## src/rtl/rv64g_pkg.sv

```systemverilog
// Shared rv64g issue-stage definitions: architectural register count and
// the lock tracker's block-state encoding.
package rv64g_pkg;

    localparam int unsigned NUM_REGS = 32;

    typedef enum logic {
        NORMAL  = 1'b0,
        BLOCKED = 1'b1
    } lock_state_e;

endpackage

```

## src/rtl/reg_wr_counter.sv

```systemverilog
// Outstanding-write counter for one destination register: one increment and
// a multi-port decrement per cycle, saturating at zero.
module reg_wr_counter #(
    parameter int unsigned CW = 2,
    parameter int unsigned DW = 2
) (
    input  logic          clk_i,
    input  logic          rst_i,
    input  logic          inc_i,
    input  logic [DW-1:0] dec_i,
    output logic          nonzero_o,
    output logic          full_o,
    output logic          underflow_o
);

    logic [CW-1:0] r_cnt;
    logic [CW:0]   w_sum;
    logic [CW:0]   w_dec;
    logic [CW-1:0] w_next;

    // Work one bit wider so an issue and a writeback in the same cycle net out
    // before the underflow test.
    always_comb begin
        w_sum       = {1'b0, r_cnt} + (CW+1)'(inc_i);
        w_dec       = (CW+1)'(dec_i);
        underflow_o = (w_sum < w_dec);
        w_next      = '0;
        if (!underflow_o) begin
            w_next = CW'(w_sum - w_dec);
        end
    end

    always_ff @(posedge clk_i) begin
        if (rst_i) begin
            r_cnt <= '0;
        end else begin
            r_cnt <= w_next;
        end
    end

    assign nonzero_o = (r_cnt != '0);
    assign full_o    = (r_cnt == '1);

endmodule

```

## src/rtl/reg_lock_tracker.sv

```systemverilog
// Register lock tracker: per-register outstanding-write counters feeding the
// lock vector, plus a global block state held from a blocking issue to unblock.
module reg_lock_tracker
    import rv64g_pkg::*;
#(
    parameter int unsigned NR = NUM_REGS,
    parameter int unsigned NW = 2,
    parameter int unsigned CW = 2
) (
    input  logic                     clk_i,
    input  logic                     rst_i,
    input  logic                     issue_valid_i,
    input  logic [$clog2(NR)-1:0]    issue_rd_i,
    input  logic                     issue_blocking_i,
    output logic                     issue_ready_o,
    input  logic [NW-1:0]            wb_valid_i,
    input  logic [NW*$clog2(NR)-1:0] wb_rd_i,
    input  logic                     unblock_i,
    output logic [NR-1:0]            locks_o,
    output logic                     wb_err_o
);

    localparam int unsigned RW = $clog2(NR);
    localparam int unsigned DW = $clog2(NW + 1);

    lock_state_e r_state;
    lock_state_e w_state_next;
    logic        r_wb_err;
    logic        w_accept;

    // x0 has no counter; its slots are simply absent from these vectors.
    logic [NR-1:1] w_inc;
    logic [NR-1:1] w_nonzero;
    logic [NR-1:1] w_full;
    logic [NR-1:1] w_underflow;
    logic [NR-1:0] w_full_all;
    logic [DW-1:0] w_dec [1:NR-1];

    assign w_full_all    = {w_full, 1'b0};
    assign issue_ready_o = (r_state == NORMAL) && ((issue_rd_i == '0) || !w_full_all[issue_rd_i]);
    assign w_accept      = issue_valid_i && issue_ready_o;

    always_comb begin
        for (int unsigned r = 1; r < NR; r++) begin
            w_inc[r] = w_accept && (issue_rd_i == RW'(r));
            w_dec[r] = '0;
            for (int unsigned p = 0; p < NW; p++) begin
                if (wb_valid_i[p] && (wb_rd_i[p*RW +: RW] == RW'(r))) begin
                    w_dec[r] = w_dec[r] + DW'(1);
                end
            end
        end
    end

    for (genvar g = 1; g < NR; g++) begin : g_cnt
        reg_wr_counter #(
            .CW (CW),
            .DW (DW)
        ) u_cnt (
            .clk_i       (clk_i),
            .rst_i       (rst_i),
            .inc_i       (w_inc[g]),
            .dec_i       (w_dec[g]),
            .nonzero_o   (w_nonzero[g]),
            .full_o      (w_full[g]),
            .underflow_o (w_underflow[g])
        );
    end

    always_comb begin
        w_state_next = r_state;
        case (r_state)
            NORMAL:  if (w_accept && issue_blocking_i) w_state_next = BLOCKED;
            BLOCKED: if (unblock_i) w_state_next = NORMAL;
            default: w_state_next = NORMAL;
        endcase
    end

    always_ff @(posedge clk_i) begin
        if (rst_i) begin
            r_state  <= NORMAL;
            r_wb_err <= 1'b0;
        end else begin
            r_state  <= w_state_next;
            r_wb_err <= |w_underflow;
        end
    end

    assign locks_o  = {w_nonzero, 1'b0} | {NR{r_state == BLOCKED}};
    assign wb_err_o = r_wb_err;

endmodule
```

## config.mk

```make
export PLATFORM = sky130hd
export DESIGN_NAME = reg_lock_tracker
export DESIGN_NICKNAME = d
export VERILOG_FILES = /design/src/rtl/rv64g_pkg.sv /design/src/rtl/reg_wr_counter.sv /design/src/rtl/reg_lock_tracker.sv
export SDC_FILE = /design/constraint.sdc
export NUM_CORES = 1
export LEC_CHECK = 0
export CAP_MARGIN = 25
export CORE_UTILIZATION = 40
export CTS_CLUSTER_DIAMETER = 120
export CTS_CLUSTER_SIZE = 25
export DETAILED_ROUTE_END_ITERATION = 12
export PLACE_DENSITY = 0.61
export SYNTH_ARGS = -nofsm -noshare
export SYNTH_HDL_FRONTEND = slang
export SYNTH_HIERARCHICAL = 1
export SYNTH_SLANG_ARGS = --single-unit
```

## constraint.sdc

```tcl
create_clock -name clk_i -period 3.5 [get_ports clk_i]
set_clock_uncertainty 0.1 [all_clocks]
set_input_delay 0.35 -clock clk_i [delete_from_list [all_inputs] [get_ports clk_i]]
set_output_delay 0.35 -clock clk_i [all_outputs]
set_load 0.01 [all_outputs]
```

==> impl_metrics.ini, run 1 <==
[routing]
first_pass_iters = 4
drcViolationCount = 0
drt_iter0_drc = 280
wire_per_inst_um = 15.0
ant_nets = 0
drt_wl_total_um = 18600
dr_total_vias = 5992
routed_via_density = 4.82

[finish]
drive_above_1_share_pct = 32.9
layout.cells.non_filler = 1243
mostFrequentLayoutCell = buf_4
layout.nets = 1193
antenna_cells = 0
final_cell_mix = buf_4, nor2_1, ha_1
nFillCells = 1628
area_growth_pct = 34.6

[sta]
timing.slew.headroom_pct = 66.3
grt_setup_unrepaired = no
worst_slew_pin_slew_ns = 0.505
worst_slack_ns = 0.188
setup_violations = 0
min_period_ns = 3.31
timing.final.hold_violations = 0
fmax_mhz = 302
maxSlewViolCount = 0
hold_ws_ns = 0.433
post-route-period-util_pct = 94.6

[logic_synthesis]
synthXorXnorAreaFrac_pct = 3.88
muxShareOfSynthArea_pct = 2.36
ys_seq_area_share_pct = 18.3
synth_top_family_by_area = simple AND/OR/NAND/NOR gates
synth_area_per_cell_um2 = 8.89
ys_ff_latch = 64
syn_nets = 965
netlist_area_mm2 = 0.00700
synth_compound_area_share_pct = 5.38
synth_simple_gate_area_share_pct = 34.5
ys_types = 39
synthCells = 788
synth_fa_ha_area_share_pct = 31.0
yosysWarnings = 6

[floorplanning]
dieWidth_um = 134
core_area_mm2 = 0.0172
start_util_pct = 40.8
fp.dieH_um = 134
die_area_mm2 = 0.0180
rows = 48
io_pins = 56

[global_route]
met1_usage_pct = 27.4
use_met2_pct = 39.0
grt_max_degree = 29
antenna_found_initial = 0
grt_usage_pct = 21.9
gr-usage-met3_pct = 2.38
grt_pass1_vias = 6099
grt.busiest_layer = met2
overflow = 0
grt_pass1_wl_um = 30100

[critical_path]
crit_path_max_incr_delay_ns = 0.55
critPathRequiredTime_ns = 3.62
crit-reg2reg-launch = g_cnt[11].u_cnt/r_cnt[1]$_SDFF_PP0_
cpMostUsedCell = nor2_1
end_kind = flip-flop
path_cells = and2_1, mux4_2, o21ai_4, o31ai_4, and4b_1, ha_2, fa_1, nor3b_4, nor2_1, nor4_2, buf_4, nand4_1, nor2_1, nor2_1
ff2ff_setup_slack_ns = 0.19
r2r-end = wb_err_o$_SDFF_PP0_
cp_top_family = simple AND/OR/NAND/NOR gates
path_class = reg2reg
path_buf_inv = 1
cp_max_fo = 4
start_kind = flip-flop
worst_r2r_path_depth = 14
cp.arrival_ns = 3.43
critical-path-slowest-cell = fa_1

[place]
dpl.cell_count = 1228
dp_slack_ns = -0.429
hpwlAfterDp_um = 15400
globalplace.congestion = 0.919
io_buffers = 55

[clocking]
clk_latency_ns = 0.35
tritoncts = yes
cts_buffers = 9
cts.sinks = 64
cts_buffer_depth = 2
path_clk_slew_ns = 0.05
cts_root_buf = clkbuf_16
cts_hold_buf = 0
h-tree-depth = 3

[hold_path]
min_path_cells = 2
min_to = g_cnt[22].u_cnt/r_cnt[1]$_SDFF_PP0_
min_from = rst_i
holdCritPathClass = in2reg

[power_and_ir_drop]
p_leak_nw = 4.62
powerDensity_mw_per_mm2 = 213
ir_worst_vdd_mv = 0.235
p_total_mw = 2.01

[run_status]
status = complete, no violations

[run]
drv_cap = 0
==> worst max-delay path by stage <==
stage | startpoint | endpoint | slack [ns] | depth (start not counted)
6_report | g_cnt[11].u_cnt/r_cnt[1]$_SDFF_PP0_ | wb_err_o$_SDFF_PP0_ | 0.19 | 14
5_1_grt | g_cnt[11].u_cnt/r_cnt[1]$_SDFF_PP0_ | wb_err_o$_SDFF_PP0_ | 0.02 | 15
4_1_cts | issue_rd_i[3] | wb_err_o$_SDFF_PP0_ | 0.04 | 15
3_5_place_dp | issue_rd_i[1] | wb_err_o$_SDFF_PP0_ | -0.43 | 16
3_3_place_gp | issue_rd_i[1] | wb_err_o$_SDFF_PP0_ | -0.36 | 16
2_1_floorplan | issue_rd_i[0] | wb_err_o$_SDFF_PP0_ | 0.41 | 14
==> stage by stage <==
stage,instance area (um2),util (%),TNS (ns)
4_1_cts,9380,54.6,0
2_1_floorplan,7000,-,0
3_5_place_dp,9110,53.1,-0.480
3_3_place_gp,9110,53.1,-0.358
5_1_grt,9430,54.9,0
6_report,9430,54.9,0
==> layout make-up <==
class | count | area (um2) | share of cell area (%)
Clock inverter | 2 | 10.0 | 0.106
Timing Repair Buffer | 233 | 1930 | 20.4
Inverter | 64 | 240 | 2.55
Sequential cell | 64 | 1280 | 13.6
Tap cell | 225 | 282 | 2.99
Clock buffer | 11 | 233 | 2.47
Multi-Input combinational cell | 644 | 5450 | 57.9
==> logic make-up (layout without fill, tap and decap cells) <==
logic type | count (synthesis) | in the layout
AO/OA/AOI/OAI | 45 | 45
XOR/XNOR | 31 | 31
multiplexers | 15 | 15
flip-flops | 64 | 64
adder cells (fa/ha/maj) | 155 | 155
AND/OR/NAND/NOR | 398 | 398
buffers and inverters | 80 | 310
==> Yosys cell counts, drive strengths merged <==
cell      n  area share (%)
nor2    163             8.7
ha      124              22
or2      65             5.8
dfxtp    64              18
inv      64             3.4
nor3b    62              11
and2     31             2.8
fa       31             8.9
o21a     31             3.3
xor2     31             3.9
nand2    21             1.1
nand3    20             1.4
mux2i    12             1.7
nor2b    12             1.1
clkbuf   11            0.59
nor4      9             1.1
nand2b    8            0.71
buf       5            0.52
nand4     4            0.36
a22oi     3            0.32
o21ai     3            0.38
a21oi     2            0.14
mux2      2            0.32
a21o      1            0.11
a221o     1            0.16
a31oi     1            0.30
and2b     1            0.14
and4b     1            0.14
mux4      1            0.32
nor3      1           0.071
o211ai    1            0.11
o311ai    1            0.23
o31ai     1            0.30
==> power breakdown <==
group	internal, mW	total, mW	switching, mW
clock network	0.464	0.797	0.333
logic	0.234	0.451	0.217
registers	0.745	0.758	0.0127
total	1.44	2.01	0.562
==> what timing repair did <==
item | in CTS | in global routing
setup buffers | 2 | 0
endpoints found under the setup margin | 1 | 1
gates resized for setup | 5 | 9
pin swaps | 5 | 1
==> metal layers <==
layer	up-vias	wire length (um)	part of all wire, %
met5	-	0	0
met3	19	749	4.0
met1	2833	8460	45
met2	97	9110	49
li1	3043	-	-
met4	0	334	1.8
==> registers in the layout, summed over array words and instances (netlist names) <==
| signal | cells |
|---|---|
| wb_err_o | 1 |
| g_cnt.u_cnt/r_cnt | 62 |
| r_state | 1 |
No activity file was read; power rests on OpenSTA's default activity.
==> run 2, diff against run 1 <==
--- a/config.mk
+++ b/config.mk
@@ -10,6 +10,7 @@
 export CTS_CLUSTER_DIAMETER = 120
 export CTS_CLUSTER_SIZE = 25
 export DETAILED_ROUTE_END_ITERATION = 12
+export HOLD_SLACK_MARGIN = 0.15
 export PLACE_DENSITY = 0.61
 export SYNTH_ARGS = -nofsm -noshare
 export SYNTH_HDL_FRONTEND = slang
==> results of run 2 <==
Final layout, timing and power as in run 1 (identical DEF).
